===== config.mk =====
export PLATFORM = sky130hd
export DESIGN_NAME = feedback_frame_decoder
export DESIGN_NICKNAME = d
export VERILOG_FILES = /design/src/rtl/feedback_frame_decoder.sv
export SDC_FILE = /design/constraint.sdc
export NUM_CORES = 1
export LEC_CHECK = 0
export BUFFER_PORTS_ARGS = -buffer_cell sky130_fd_sc_hd__clkbuf_2
export CAP_MARGIN = 5
export CORE_ASPECT_RATIO = 0.7
export CORE_MARGIN = 3
export CORE_UTILIZATION = 61
export DETAILED_ROUTE_END_ITERATION = 12
export PLACE_DENSITY = 0.92
export SETUP_SLACK_MARGIN = 0.02
export SYNTH_ARGS = -nofsm -noshare
export SYNTH_HDL_FRONTEND = slang
export SYNTH_SLANG_ARGS = --single-unit

===== constraint.sdc =====
create_clock -name uart_clk -period 4.2 [get_ports uart_clk]
set_input_delay 0.63 -clock uart_clk [delete_from_list [all_inputs] [get_ports uart_clk]]
set_output_delay 0.63 -clock uart_clk [all_outputs]
set_load 0.005 [all_outputs]

===== src/rtl/feedback_frame_decoder.sv =====
// Purpose : decodes GenshinKitchen feedback bytes from the UART RX into four confirmed status bits plus health flags.
// Latency : status outputs update on the clock edge that accepts the confirming byte (1 cycle from data_valid rising).
// Backpressure: none; bytes are taken on the data_valid rising edge and can never be stalled.
//
// Ports:
//   uart_clk, reset        - the only clock; asynchronous active-low reset
//   data_valid/receive     - UART receive byte and its valid strobe
//   script_mode            - bytes are script data, not feedback, while high
//   tick_ms                - 1 ms pulse for the staleness timer
//   sig_*                  - confirmed status nibble (front, hand, processing, machine)
//   feedback_valid/stale   - {valid, stale} is the decoder state encoding itself
//   feedback_changed       - one-cycle pulse when the confirmed nibble changes
//   frame_count            - accepted feedback bytes, wraps
//   error_count            - rejected bytes, saturates at 255
module feedback_frame_decoder #(
    parameter int CONFIRM    = 1,
    parameter int TIMEOUT_MS = 500
) (
    input  logic       uart_clk,
    input  logic       reset,
    input  logic       data_valid,
    input  logic [7:0] data_receive,
    input  logic       script_mode,
    input  logic       tick_ms,
    output logic       sig_front,
    output logic       sig_hand,
    output logic       sig_processing,
    output logic       sig_machine,
    output logic       feedback_valid,
    output logic       feedback_stale,
    output logic       feedback_changed,
    output logic [7:0] frame_count,
    output logic [7:0] error_count
);

    // State encoding doubles as the {feedback_valid, feedback_stale} outputs.
    typedef enum logic [1:0] {
        NO_FB = 2'b00,
        LIVE  = 2'b10,
        STALE = 2'b11
    } state_e;

    localparam logic [3:0]  CONF_W = 4'(CONFIRM);
    localparam logic [15:0] TMO_W  = 16'(TIMEOUT_MS);

    state_e      state_q, state_d;
    logic        dv_q;
    logic [3:0]  cand_q, cand_d;
    logic [3:0]  match_q, match_d;
    logic [15:0] timer_q, timer_d;
    logic [3:0]  status_q, status_d;
    logic        changed_q, changed_d;
    logic [7:0]  frame_q, frame_d;
    logic [7:0]  error_q, error_d;

    logic       byte_take;
    logic       fb_take;
    logic       rej_take;
    logic       commit;
    logic [3:0] payload;
    logic       unused_hi_bits;

    // Bits [7:6] carry no information for this block.
    assign unused_hi_bits = ^data_receive[7:6];

    always_comb begin
        byte_take = data_valid & ~dv_q & ~script_mode;
        fb_take   = byte_take & (data_receive[1:0] == 2'b01);
        rej_take  = byte_take & (data_receive[1:0] != 2'b01);
        payload   = data_receive[5:2];   // {machine, processing, hand, front}

        state_d   = state_q;
        cand_d    = cand_q;
        match_d   = match_q;
        timer_d   = timer_q;
        status_d  = status_q;
        changed_d = 1'b0;
        frame_d   = frame_q;
        error_d   = error_q;
        commit    = 1'b0;

        if (fb_take) begin
            frame_d = frame_q + 8'd1;
            if (payload == cand_q) begin
                if (match_q < CONF_W) begin
                    match_d = match_q + 4'd1;
                end
            end else begin
                cand_d  = payload;
                match_d = 4'd1;
            end
            // A saturated match count re-commits the same nibble on every
            // repeat; the change pulse filters out those no-op commits.
            commit = (match_d == CONF_W);
        end

        if (commit) begin
            status_d  = payload;
            changed_d = (state_q == NO_FB) || (payload != status_q);
        end

        if (rej_take && (error_q != 8'hFF)) begin
            error_d = error_q + 8'd1;
        end

        // A feedback byte clears the timer even when tick_ms fires in the same cycle.
        if (fb_take) begin
            timer_d = 16'd0;
        end else if ((state_q != NO_FB) && tick_ms && (timer_q != TMO_W)) begin
            timer_d = timer_q + 16'd1;
        end

        case (state_q)
            NO_FB:   if (commit)            state_d = LIVE;
            LIVE:    if (timer_d == TMO_W)  state_d = STALE;
            STALE:   if (fb_take)           state_d = LIVE;
            default:                        state_d = NO_FB;
        endcase
    end

    always_ff @(posedge uart_clk or negedge reset) begin
        if (!reset) begin
            state_q   <= NO_FB;
            dv_q      <= 1'b0;
            cand_q    <= 4'd0;
            match_q   <= 4'd0;
            timer_q   <= 16'd0;
            status_q  <= 4'd0;
            changed_q <= 1'b0;
            frame_q   <= 8'd0;
            error_q   <= 8'd0;
        end else begin
            state_q   <= state_d;
            dv_q      <= data_valid;
            cand_q    <= cand_d;
            match_q   <= match_d;
            timer_q   <= timer_d;
            status_q  <= status_d;
            changed_q <= changed_d;
            frame_q   <= frame_d;
            error_q   <= error_d;
        end
    end

    assign {sig_machine, sig_processing, sig_hand, sig_front} = status_q;
    assign feedback_valid   = state_q[1];
    assign feedback_stale   = state_q[0];
    assign feedback_changed = changed_q;
    assign frame_count      = frame_q;
    assign error_count      = error_q;

endmodule


After elaboration in Yosys (flattened, before gate mapping)
Cells that the tools add are included.
{"block": "totals", "wordCells": 53, "reg_bits": 48, "latch_bits": 0, "ram_bits": 0, "mem_bits_ro": 0, "mem_count": 0}
{"block": "op_classes", "shift": 0, "muxes": 11, "n_div": 0, "mul": 0, "n_reduce_logical": 8, "bitwise_logic": 7, "n_addsub": 4, "n_lt_le_gt_ge": 1, "n_eq_ne": 13}
{"op": "$mux 16", "count": 2}
{"op": "$add 16x1->16 const B", "count": 1}
{"op": "$add 8x1->8 const B", "count": 2}
{"op": "$eq 16x9->1 const B", "count": 1}
{"op": "$ne 16x9->1 const B", "count": 1}
{"op": "$mux 4", "count": 3}
{"op": "$ne 8x8->1 const B", "count": 1}
{"op": "$mux 2", "count": 3}
{"op": "$ne 2x2->1 const B", "count": 3}
{"op": "$pmux 2 s3", "count": 1}
{"op": "$add 4x1->4 const B", "count": 1}
{"op": "$and 1x1->1", "count": 4}
{"op": "$eq 2x2->1 const B", "count": 2}
{"op": "$eq 4x1->1 const B", "count": 1}
{"op": "$eq 4x4->1", "count": 1}
{"op": "$lt 4x1->1 const B", "count": 1}
{"op": "$ne 4x4->1", "count": 1}
{"op": "$logic_and 1x1->1", "count": 3}
{"op": "$not 1->1", "count": 3}
{"op": "$reduce_and 3->1", "count": 1}
{"op": "$eq 2x1->1 const B", "count": 1}
{"op": "$logic_not 2->1", "count": 1}
{"op": "$mux 1", "count": 2}
{"op": "$ne 2x1->1 const B", "count": 1}
{"op": "other kinds (3)", "count": 3}

Longest topological paths before layout
Gate-level depths: netlist (run 1).
{"block": "depth", "ltp_word": 9, "mapped_depth": 8, "ltp_nobuf": 8}

Worst setup path after synthesis (run 1)
No wires, ideal clock.
{"block": "synth_timing", "path_kind": "input to register", "startpoint": "in tick_ms", "endpoint": "reg state_q[0]", "stages": 6, "arrival_time_ns": 1.943, "slack_ns": 2.180, "n_path_buf": 0, "setup_ns": 0.076, "path_cell_list": "o211ai_2 -> nor4_4 -> xor2_1 -> o31a_1 -> or4b_1 -> o21ai_1"}
{"block": "synth_via", "elab_chain_len": 7}
{"element": "from (decl)", "line": "24", "rtl": "input logic tick_ms,"}
{"element": "$logic_and 1x1->1 (2 in a row)", "line": "109", "rtl": "end else if ((state_q != NO_FB) && tick_ms && (timer_q != TMO_W)) begin"}
{"element": "$mux 16", "line": "109"}
{"element": "$mux 16", "line": "107", "rtl": "if (fb_take) begin"}
{"element": "$eq 16x9->1", "line": "115", "rtl": "LIVE: if (timer_d == TMO_W) state_d = STALE;"}
{"element": "$ne 2x2->1 (no source line)"}
{"element": "$reduce_and 3->1 (no source line)"}
{"element": "to (signal assigned)", "line": "133", "rtl": "state_q <= state_d;"}
{"element": "to (decl)", "line": "46", "rtl": "state_e state_q, state_d;"}
Every way passes these cells.
A chain may end at the register's enable or synchronous reset.

Final worst setup path (run 1)
{"block": "layout_timing", "startpoint": "reg state_q[1]", "endpoint": "reg state_q[0]"}
{"block": "layout_via", "elab_chain_len": 8, "elab_cells_between_ends": 14, "cone_classes": "eq/ne: 6; mux: 3; reduce/logical: 5"}
{"element": "$reduce_bool 2->1", "line": "109"}
{"element": "$logic_and 1x1->1 (2 in a row)", "line": "109"}
{"element": "$mux 16", "line": "109"}
{"element": "$mux 16", "line": "107"}
{"element": "$eq 16x9->1", "line": "115"}
{"element": "$ne 2x2->1 (no source line)"}
{"element": "$reduce_and 3->1 (no source line)"}
Parallel ways exist; a longest one is shown, timed or not.

==> results of run 1 <==
[cells in the mapped netlist (2+ instances only)]
cell type  count
a21oi_1        5
and3_1         2
buf_2          4
buf_4          3
clkbuf_1       2
dfrtp_1       48
ha_1           6
inv_1          8
mux2_2         5
nand2_1       30
nand2b_1       2
nand3_1       13
nand4_1        8
nor2_1        25
nor2_2         2
nor2_4         2
nor2b_1        2
nor3_1         6
nor3b_1        2
nor4_1         2
nor4_4         2
nor4b_1        3
o211a_1        2
o21a_1         2
o21ai_0        4
xnor2_1       20
xor2_1        17
[power by group]
part           leakage [nW]  switching (mW)  total, mW  internal [mW]
clock                0.0614           0.158      0.353          0.195
combinational         0.651           0.150      0.297          0.146
sequential            0.631           0.104      0.642          0.538
[per-stage QoR]
stage	power (mW)	utilization (%)	std cells
3_3_place_gp	0.922	69.1	327
2_1_floorplan	0.839	-	251
3_5_place_dp	0.941	69.1	327
5_1_grt	1.37	72.1	335
4_1_cts	1.30	72.1	335
6_report	1.29	72.1	335
[critical path: stages, from the launching register on]
cell and delay, ns:
dfrtp_1 0.61, o211ai_2 0.23, nor4_4 0.35, xor2_1 0.14, o31a_1 0.26, or4b_1 0.50, o21ai_1 0.15
[cells in the final DEF, fill, tap and decap left out, drive strengths merged, types with 3 or more instances in the layout]
| master | n |
|---|---|
| a21oi | 5 |
| clkbuf | 39 |
| dfrtp | 48 |
| ha | 6 |
| inv | 8 |
| mux2 | 5 |
| nand2 | 30 |
| nand3 | 14 |
| nand4 | 8 |
| nor2 | 29 |
| nor3 | 6 |
| nor4 | 4 |
| nor4b | 3 |
| o21ai | 6 |
| xnor2 | 20 |
| xor2 | 17 |
[layout make-up]
class | instances | area, um2
Clock buffer | 6 | 82.6
Clock inverter | 2 | 38.8
Fill cell | 287 | 1110
Inverter | 8 | 30.0
Multi-Input combinational cell | 184 | 1260
Sequential cell | 48 | 1200
Tap cell | 52 | 65.1
Timing Repair Buffer | 35 | 180
[state kept, by name (all words and copies together), names as in the netlist]
| register | count |
|---|---|
| timer_q | 16 |
| status_q | 4 |
| dv_q | 1 |
| state_q | 2 |
| error_count | 8 |
| match_q | 4 |
| cand_q | 4 |
| feedback_changed | 1 |
| frame_count | 8 |
[kinds of logic after synthesis]
family | after synthesis | synth area share, %
flops | 48 | 46.9
buf+inv | 19 | 3.72
fa+ha+maj | 6 | 2.93
xor+xnor | 37 | 12.7
simple gates | 108 | 23.0
mux | 6 | 2.59
compound gates | 27 | 8.17
[path summary, 6_finish.rpt]
check | slack [ns] | startpoint | cells past startpoint | end
min | 0.41 | reset | 2 | timer_q[8]$_DFF_PN0_
max reg2reg | 1.90 | state_q[1]$_DFFE_PN0P_ | 6 | state_q[0]$_DFFE_PN0P_
max | 1.90 | state_q[1]$_DFFE_PN0P_ | 6 | state_q[0]$_DFFE_PN0P_
min in group uart_clk | 0.43 | data_valid | 1 | dv_q$_DFF_PN0_
min reg2reg | 0.49 | frame_count[7]$_DFFE_PN0N_ | 1 | frame_count[7]$_DFFE_PN0N_
max in group asynchronous | 3.38 | reset | 2 | error_count[3]$_DFFE_PN0P_
[metal layers]
metal | vias to the layer above | global-route usage [%] | wire [um]
met4 | 0 | 8.49 | 80
met3 | 10 | 6.61 | 332
met1 | 911 | 28.4 | 2370
met2 | 64 | 32.3 | 2290
met5 | - | 0 | 0
li1 | 925 | - | -
==> results_dict.tcl, run 1 <==
set metrics [dict create \
    layout.nets 301 \
    worst_pin_slew_ns 0.623 \
    synth.area.top_cells "dfrtp_1 (47%), xnor2_1 (6.8%), xor2_1 (5.8%)" \
    clk_path_buf_depth 2 \
    avgSynthCellArea_um2 10.2 \
    area_growth_pct 11.9 \
    synthDistinctLibCells 51 \
    synth_nets 270 \
    end_kind "flop" \
    finalSetupViolations 0 \
    rsz0062_at_grt "no" \
    vias 1910 \
    required_ns 4.44 \
    grt_max_degree 49 \
    fp.dieW_um 83.4 \
    outcome "complete, no violations" \
    finalMaxSlewViolations 0 \
    hold_path_class "input port to async pin" \
    timing.critical_path.arrival_ns 2.54 \
    timing.final.ws_setup_ns 1.90 \
    numCtsBuffers 5 \
    grt_pass1_wl_um 8260 \
    ys_seq_area_share_pct 46.9 \
    dp_hpwl_um 3520 \
    post-route-period-util_pct 54.8 \
    setup_tns_ns 0 \
    yosys.area.top_type "dfrtp_1" \
    cts-root-buf "clkbuf_8" \
    core_um2 3970 \
    crit_type "flop to flop" \
    pwr_density_cell_nw_per_um2 451 \
    path_clk_slew_ns 0.09 \
    dr.first_iter.drc_count 149 \
    cts_num_sinks 48 \
    firstDrtPassIters 4 \
    fp.dieH_um 60.2 \
    synth-main-ff-cell "dfrtp_1" \
    drc 0 \
    grt_pass1_vias 1797 \
    wl_per_cell_um 15.2 \
    cts_resized 0 \
    hold_slack_ns 0.408 \
    start_util_pct 64.5 \
    antenna_cells 0 \
    slew_headroom_pct 58.1 \
    fmax_mhz 434 \
    totalWireLength_um 5080 \
    row_count 19 \
    ys_warn_count 0 \
    drive_gt1_share_pct 20.5 \
    syn_area_um2 2560 \
    cap_viol_max_count 0 \
    io_pins 36 \
    vdd_drop_max_v 0.000371 \
    cts_tree "built" \
    p_leak_nw 1.34 \
    gp_congestion 0.854 \
    drtAntennaViolNets 0 \
    min_period_ns 2.30 \
    place_area_um2 2740 \
    async_reset_ff_share_pct 100 \
    grtUsageTotal_pct 21.1 \
    grt-ovfl-total 0 \
    h-tree-depth 2 \
    die_area_um2 5020 \
    critPathMaxFanout 9 \
    synth_seq_cells 48 \
    cts_setup_buffers 0 \
    synthCells 251 \
    final_hold_viol_count 0 \
    crit_path_start_kind "flop" \
    hold_buffers 0 \
    final_area_um2 2860 \
    port_buffers 33 \
    pre_cts_ws_ns 1.64 \
    clock_skew_ns 0.00927 \
    clkLatencyLatePin_ns 0.31 \
    synth_edf_count 0 \
    avgViaCountPerCell 5.70 \
    antenna_found_initial 0 \
    synth_top_area_share_pct 46.9 \
]
No activity file was read; power rests on OpenSTA's default activity.
==> run 2, diff against run 1 <==
--- a/config.mk
+++ b/config.mk
@@ -9,9 +9,9 @@
 export CAP_MARGIN = 5
 export CORE_ASPECT_RATIO = 0.7
 export CORE_MARGIN = 3
-export CORE_UTILIZATION = 61
+export CORE_UTILIZATION = 51
 export DETAILED_ROUTE_END_ITERATION = 12
-export PLACE_DENSITY = 0.92
+export PLACE_DENSITY = 0.83
 export SETUP_SLACK_MARGIN = 0.02
 export SYNTH_ARGS = -nofsm -noshare
 export SYNTH_HDL_FRONTEND = slang
==> constraint.sdc (replaced) <==
create_clock -name uart_clk -period 2 [get_ports uart_clk]
set_input_delay 0.3 -clock uart_clk [delete_from_list [all_inputs] [get_ports uart_clk]]
set_output_delay 0.3 -clock uart_clk [all_outputs]
set_load 0.005 [all_outputs]
==> run 2 against run 1 <==
The run now ends with negative setup slack left. Wire length increased by 17%. Worst hold slack worse by 0.34 ns. First-iteration DRC count fell by 13%. Non-clock buffer count up 43. Clock power grew 140%. Register-to-register slack got worse by 2.0 ns. Clock-buffer cell count fell by 1. Sequential power up 110%. Core utilization is 0.87 points higher. Sequential share of layout area down 5.8 points. Sequential cell count stayed put. Via count up 10%.
==> results_dict.tcl, run 2 (same netlist as run 1, synthesis figures left out) <==
set metrics [dict create \
    outcome "finished with violations" \
    violations "negative setup slack" \
    cp-startpoint "state_q[1]$_DFFE_PN0P_" \
    p_comb_share_pct 29.9 \
    gp_congestion 0.893 \
    power_mw 3.13 \
    regArea_um2 1210 \
    start_util_pct 55.9 \
    largest_reg_flops 16 \
    rr_endpoint "state_q[0]$_DFFE_PN0P_" \
    firstDrtPassIters 4 \
    path_cells "buf_4 -> o21ai_4 -> nor2_4 -> and4_4 -> o31a_1 -> or4b_4 -> o21ai_1" \
    timing.critical_path.arrival_ns 2.30 \
    power_frac_seq_pct 42.8 \
    cts_num_sinks 48 \
    area_growth_pct 30.6 \
    power.share.switching_pct 31.5 \
    antenna_found_initial 0 \
    reg2regPathDepth 7 \
    numCtsBuffers 5 \
    critPathMaxStageDelay_ns 0.49 \
    row_count 20 \
    layout.nets 344 \
    avgViaCountPerCell 5.38 \
    grt_max_degree 49 \
    antenna_cells 0 \
    drc 0 \
    drive_gt1_share_pct 36.5 \
    post-route-period-util_pct 103 \
    clock_skew_ns 0.00761 \
    vias 2110 \
    crit_family "simple AND/OR/NAND/NOR gates" \
    drtAntennaViolNets 0 \
    final_cell_mix "dfrtp_1 (43), buf_4 (43), clkbuf_2 (33), nand2_1 (29), nor2_1 (25)" \
    hold_path_class "input port to async pin" \
    critPathMaxFanout 4 \
    port_buffers 33 \
    slew_headroom_pct 59.7 \
    finalMaxSlewViolations 0 \
    path_clk_slew_ns 0.09 \
    fp.dieH_um 65.3 \
    clk_path_buf_depth 2 \
    regMostFlops "timer_q" \
    final_cells 392 \
    io_pins 36 \
    cts_tree "built" \
    internal-power_mw 2.14 \
    final_core_util_pct 73.0 \
    p_leak_nw 1.57 \
    worst_pin_slew_ns 0.605 \
    finalSetupViolations 1 \
    multi_input_area_um2 1370 \
    setup_tns_ns -0.0635 \
    switchingPower_mw 0.984 \
    dp_hpwl_um 4070 \
    required_ns 2.24 \
    r2r_slack_ns -0.06 \
    place_area_um2 3000 \
    final_area_um2 3340 \
    end_kind "flop" \
    rsz0062_at_grt "yes" \
    totalWireLength_um 5950 \
    vdd_drop_max_v 0.000515 \
    fillerInstances 350 \
    h-tree-depth 2 \
    crit_path_start_kind "flop" \
    grt_pass1_vias 2129 \
    cp_slowest_cell "or4b_4" \
    critPathBufInv 1 \
    grtUsageTotal_pct 20.7 \
    dr.first_iter.drc_count 130 \
    clkLatencyLatePin_ns 0.30 \
    pwr_density_cell_nw_per_um2 936 \
    min_period_ns 2.06 \
    wl_per_cell_um 15.2 \
    pre_cts_ws_ns -0.102 \
    cts-root-buf "clkbuf_8" \
    hold_slack_ns 0.0683 \
    final_hold_viol_count 0 \
    rr_startpoint "state_q[1]$_DFFE_PN0P_" \
    cap_viol_max_count 0 \
    core_um2 4580 \
    power_frac_clock_pct 27.2 \
    crit_type "flop to flop" \
    grt-ovfl-total 0 \
    fmax_mhz 485 \
    grt_pass1_wl_um 9710 \
    placed_cells 374 \
    fp.dieW_um 90.7 \
    die_area_um2 5920 \
    timing.final.ws_setup_ns -0.0635 \
]
-- run 2: how the worst max path moves through the flow --
stage	slack (ns)	endpoint	depth (start not counted)
5_1_grt	-0.12	state_q[0]$_DFFE_PN0P_	8
3_3_place_gp	-0.08	state_q[0]$_DFFE_PN0P_	6
3_5_place_dp	-0.10	state_q[0]$_DFFE_PN0P_	6
6_report	-0.06	state_q[0]$_DFFE_PN0P_	7
4_1_cts	-0.08	state_q[0]$_DFFE_PN0P_	8
2_1_floorplan	0.06	state_q[0]$_DFFE_PN0P_	7
-- run 2: layer usage --
layer  global-route usage (%)  wire [um]  vias to the layer above  share of wire [%]
met4                     7.25         57                        0               0.96
li1                         -          -                     1016                  -
met1                     28.5       2720                     1020                 46
met3                     3.78        369                        6                6.2
met2                     33.2       2800                       68                 47
met5                        0          0                        -                  0
-- run 2: worst reg2reg max path, cell delays in order (launching register included) --
cell     delay (ns)
dfrtp_2        0.45
buf_4          0.16
o21ai_4        0.23
nor2_4         0.07
and4_4         0.17
o31a_1         0.29
or4b_4         0.49
o21ai_1        0.12
-- run 2: timing repair --
item	4_1_cts	5_1_grt
setup endpoints to repair	5	8
pin swaps	2	11
gates resized for setup	9	20
endpoints found under the hold margin	0	0
buffers inserted	1	9
hold buffers	0	0
-- run 2: power groups by stage --
stage               Sequential, mW  Clock, mW  Combinational [mW]
finish                        1.34      0.851               0.936
global route                  1.37      0.913                1.04
CTS                           1.32      0.866               0.808
detailed placement            1.33          0               0.781
global placement              1.32          0               0.750
floorplan                     1.29          0               0.475
-- run 2: layout make-up --
type | count | share of cell area [%]
inverter | 8 | 0.973
timing repair buffer | 78 | 15.3
clock buffer | 5 | 2.06
clock inverter | 3 | 2.06
multi-input combinational | 184 | 41.0
sequential | 48 | 36.1
tap | 66 | 2.47
==> run 3, diff against run 2 <==
==> constraint.sdc (replaced) <==
create_clock -name uart_clk -period 2 [get_ports uart_clk]
set_input_delay 0.2 -clock uart_clk [delete_from_list [all_inputs] [get_ports uart_clk]]
set_output_delay 0.2 -clock uart_clk [all_outputs]
set_load 0.005 [all_outputs]
==> run 3 against run 2 <==
The run ends with negative hold slack, negative setup slack left. Final area shrank 4.1%. Via count shrank 4.5%. Critical path type unchanged. First-iteration DRC count grew 8.5%. Non-clock buffer count shrank 9. Largest cell class unchanged.
==> results_dict.tcl, run 3 (same netlist as run 1, synthesis figures left out) <==
set metrics [dict create \
    outcome "finished with violations" \
    violations "negative hold slack, negative setup slack" \
    grt-ovfl-total 0 \
    clk_path_buf_depth 2 \
    min_period_ns 2.07 \
    p_leak_nw 1.51 \
    gp_congestion 0.896 \
    row_count 20 \
    io_pins 36 \
    layout.nets 335 \
    required_ns 2.23 \
    finalSetupViolations 1 \
    worst_pin_slew_ns 0.596 \
    final_cell_mix "dfrtp_1 (46), clkbuf_2 (33), buf_4 (32), nand2_1 (30), nor2_1 (25)" \
    fillerInstances 366 \
    grtUsageTotal_pct 19.8 \
    fp.dieW_um 90.7 \
    start_util_pct 55.9 \
    dp_hpwl_um 3900 \
    cp_slowest_cell "or4b_1" \
    vias 2015 \
    rr_startpoint "timer_q[1]$_DFF_PN0_" \
    placed_cells 370 \
    drive_gt1_share_pct 32.5 \
    area_growth_pct 25.3 \
    power_mw 2.83 \
    clkLatencyLatePin_ns 0.30 \
    final_cells 383 \
    critPathMaxStageDelay_ns 0.49 \
    path_clk_slew_ns 0.09 \
    post-route-period-util_pct 104 \
    grt_pass1_vias 1920 \
    final_hold_viol_count 35 \
    pre_cts_ws_ns -0.0691 \
    grt_pass1_wl_um 9400 \
    drtAntennaViolNets 0 \
    pwr_density_cell_nw_per_um2 883 \
    antenna_found_initial 0 \
    firstDrtPassIters 4 \
    die_area_um2 5920 \
    final_core_util_pct 70.0 \
    rsz0062_at_grt "yes" \
    timing.final.ws_setup_ns -0.0741 \
    cap_viol_max_count 0 \
    cts_num_sinks 48 \
    crit_path_start_kind "flop" \
    vdd_drop_max_v 0.000589 \
    avgViaCountPerCell 5.26 \
    end_kind "flop" \
    totalWireLength_um 5580 \
    cp-startpoint "timer_q[1]$_DFF_PN0_" \
    port_buffers 33 \
    multi_input_area_um2 1330 \
    crit_type "flop to flop" \
    regArea_um2 1200 \
    final_common_cell "dfrtp_1" \
    path_cells "ha_4 -> nand3_2 -> buf_4 -> nor2_4 -> a31oi_1 -> o31a_1 -> or4b_1 -> o21ai_1" \
    fmax_mhz 482 \
    h-tree-depth 2 \
    hold_path_class "input port to async pin" \
    regMostFlops "timer_q" \
    cts-root-buf "clkbuf_8" \
    setup_tns_ns -0.0741 \
    numCtsBuffers 5 \
    hold_slack_ns -0.0312 \
    antenna_cells 0 \
    clock_skew_ns 0.00720 \
    grt_max_degree 49 \
    largest_reg_flops 16 \
    dr.first_iter.drc_count 141 \
    critPathMaxFanout 4 \
    fp.dieH_um 65.3 \
    timing.critical_path.arrival_ns 2.31 \
    drc 0 \
    slew_headroom_pct 60.3 \
    wl_per_cell_um 14.6 \
    core_um2 4580 \
    finalMaxSlewViolations 0 \
    cts_tree "built" \
]
==> run 3: cell types whose count changed in the layout (fill, tap and decap cells not counted), moves of 2 or more <==
| cell | change |
|---|---|
| dfrtp_1 | +3 |
| nand3_4 | -2 |
| dfrtp_2 | -3 |
| buf_4 | -11 |
| nand3_2 | +2 |
| bufinv_16 | -2 |
==> run 3: area by class of cell <==
cell class,count,area share (%)
sequential,48,37.5
inverter,8,1.01
clock buffer,7,2.69
tap,66,2.58
multi-input combinational,184,41.6
timing repair buffer,69,14.3
clock inverter,1,0.234
==> run 3: critical path, delay by kind of cell, from the launching register on <==
kind,cells,cell delay (ns)
AO/OA/AOI/OAI,3,0.57
adder cells (fa/ha/maj),1,0.18
flip-flops,1,0.41
AND/OR/NAND/NOR,3,0.67
buffers and inverters,1,0.17
==> run 3: what timing repair did <==
item / in CTS / in global routing
pin swaps: 6 / 7
endpoints found under the setup margin: 1 / 10
resized for setup: 6 / 15
gates cloned: 0 / 0
buffers inserted: 3 / 2
hold buffers: 0 / 0
==> run 3: layer usage <==
metal  up-vias  part of all wire (%)  GRT usage (%)
met3         7                   4.9           5.38
met2        50                    44           28.8
met1       963                    50           28.9
met4         0                   1.0           5.53
met5         -                     0              0
li1        995                     -              -
==> run 3: final timing paths <==
kind                                               to  slack, ns  depth (start not counted)
max in group asynchronous      state_q[0]$_DFFE_PN0P_       1.61                          2
min                              timer_q[0]$_DFF_PN0_      -0.03                          2
max reg2reg                    state_q[0]$_DFFE_PN0P_      -0.07                          8
min reg2reg                frame_count[7]$_DFFE_PN0N_       0.50                          1
min in group uart_clk                  dv_q$_DFF_PN0_       0.01                          1
max                            state_q[0]$_DFFE_PN0P_      -0.07                          8
==> run 3: where the power goes <==
part | switching, mW | total, mW | internal [mW]
Sequential | 0.197 | 1.33 | 1.13
Clock | 0.331 | 0.612 | 0.281
Combinational | 0.407 | 0.891 | 0.484
Total | 0.935 | 2.83 | 1.90
==> run 3: through the flow <==
step                      hold slack, ns  area [um2]
final                            -0.0312        3210
after detailed placement           0.326        2990
after global placement             0.323        2990
after floorplan                  -0.0956        2560
after CTS                        0.00310        3130
after global routing             0.00517        3210
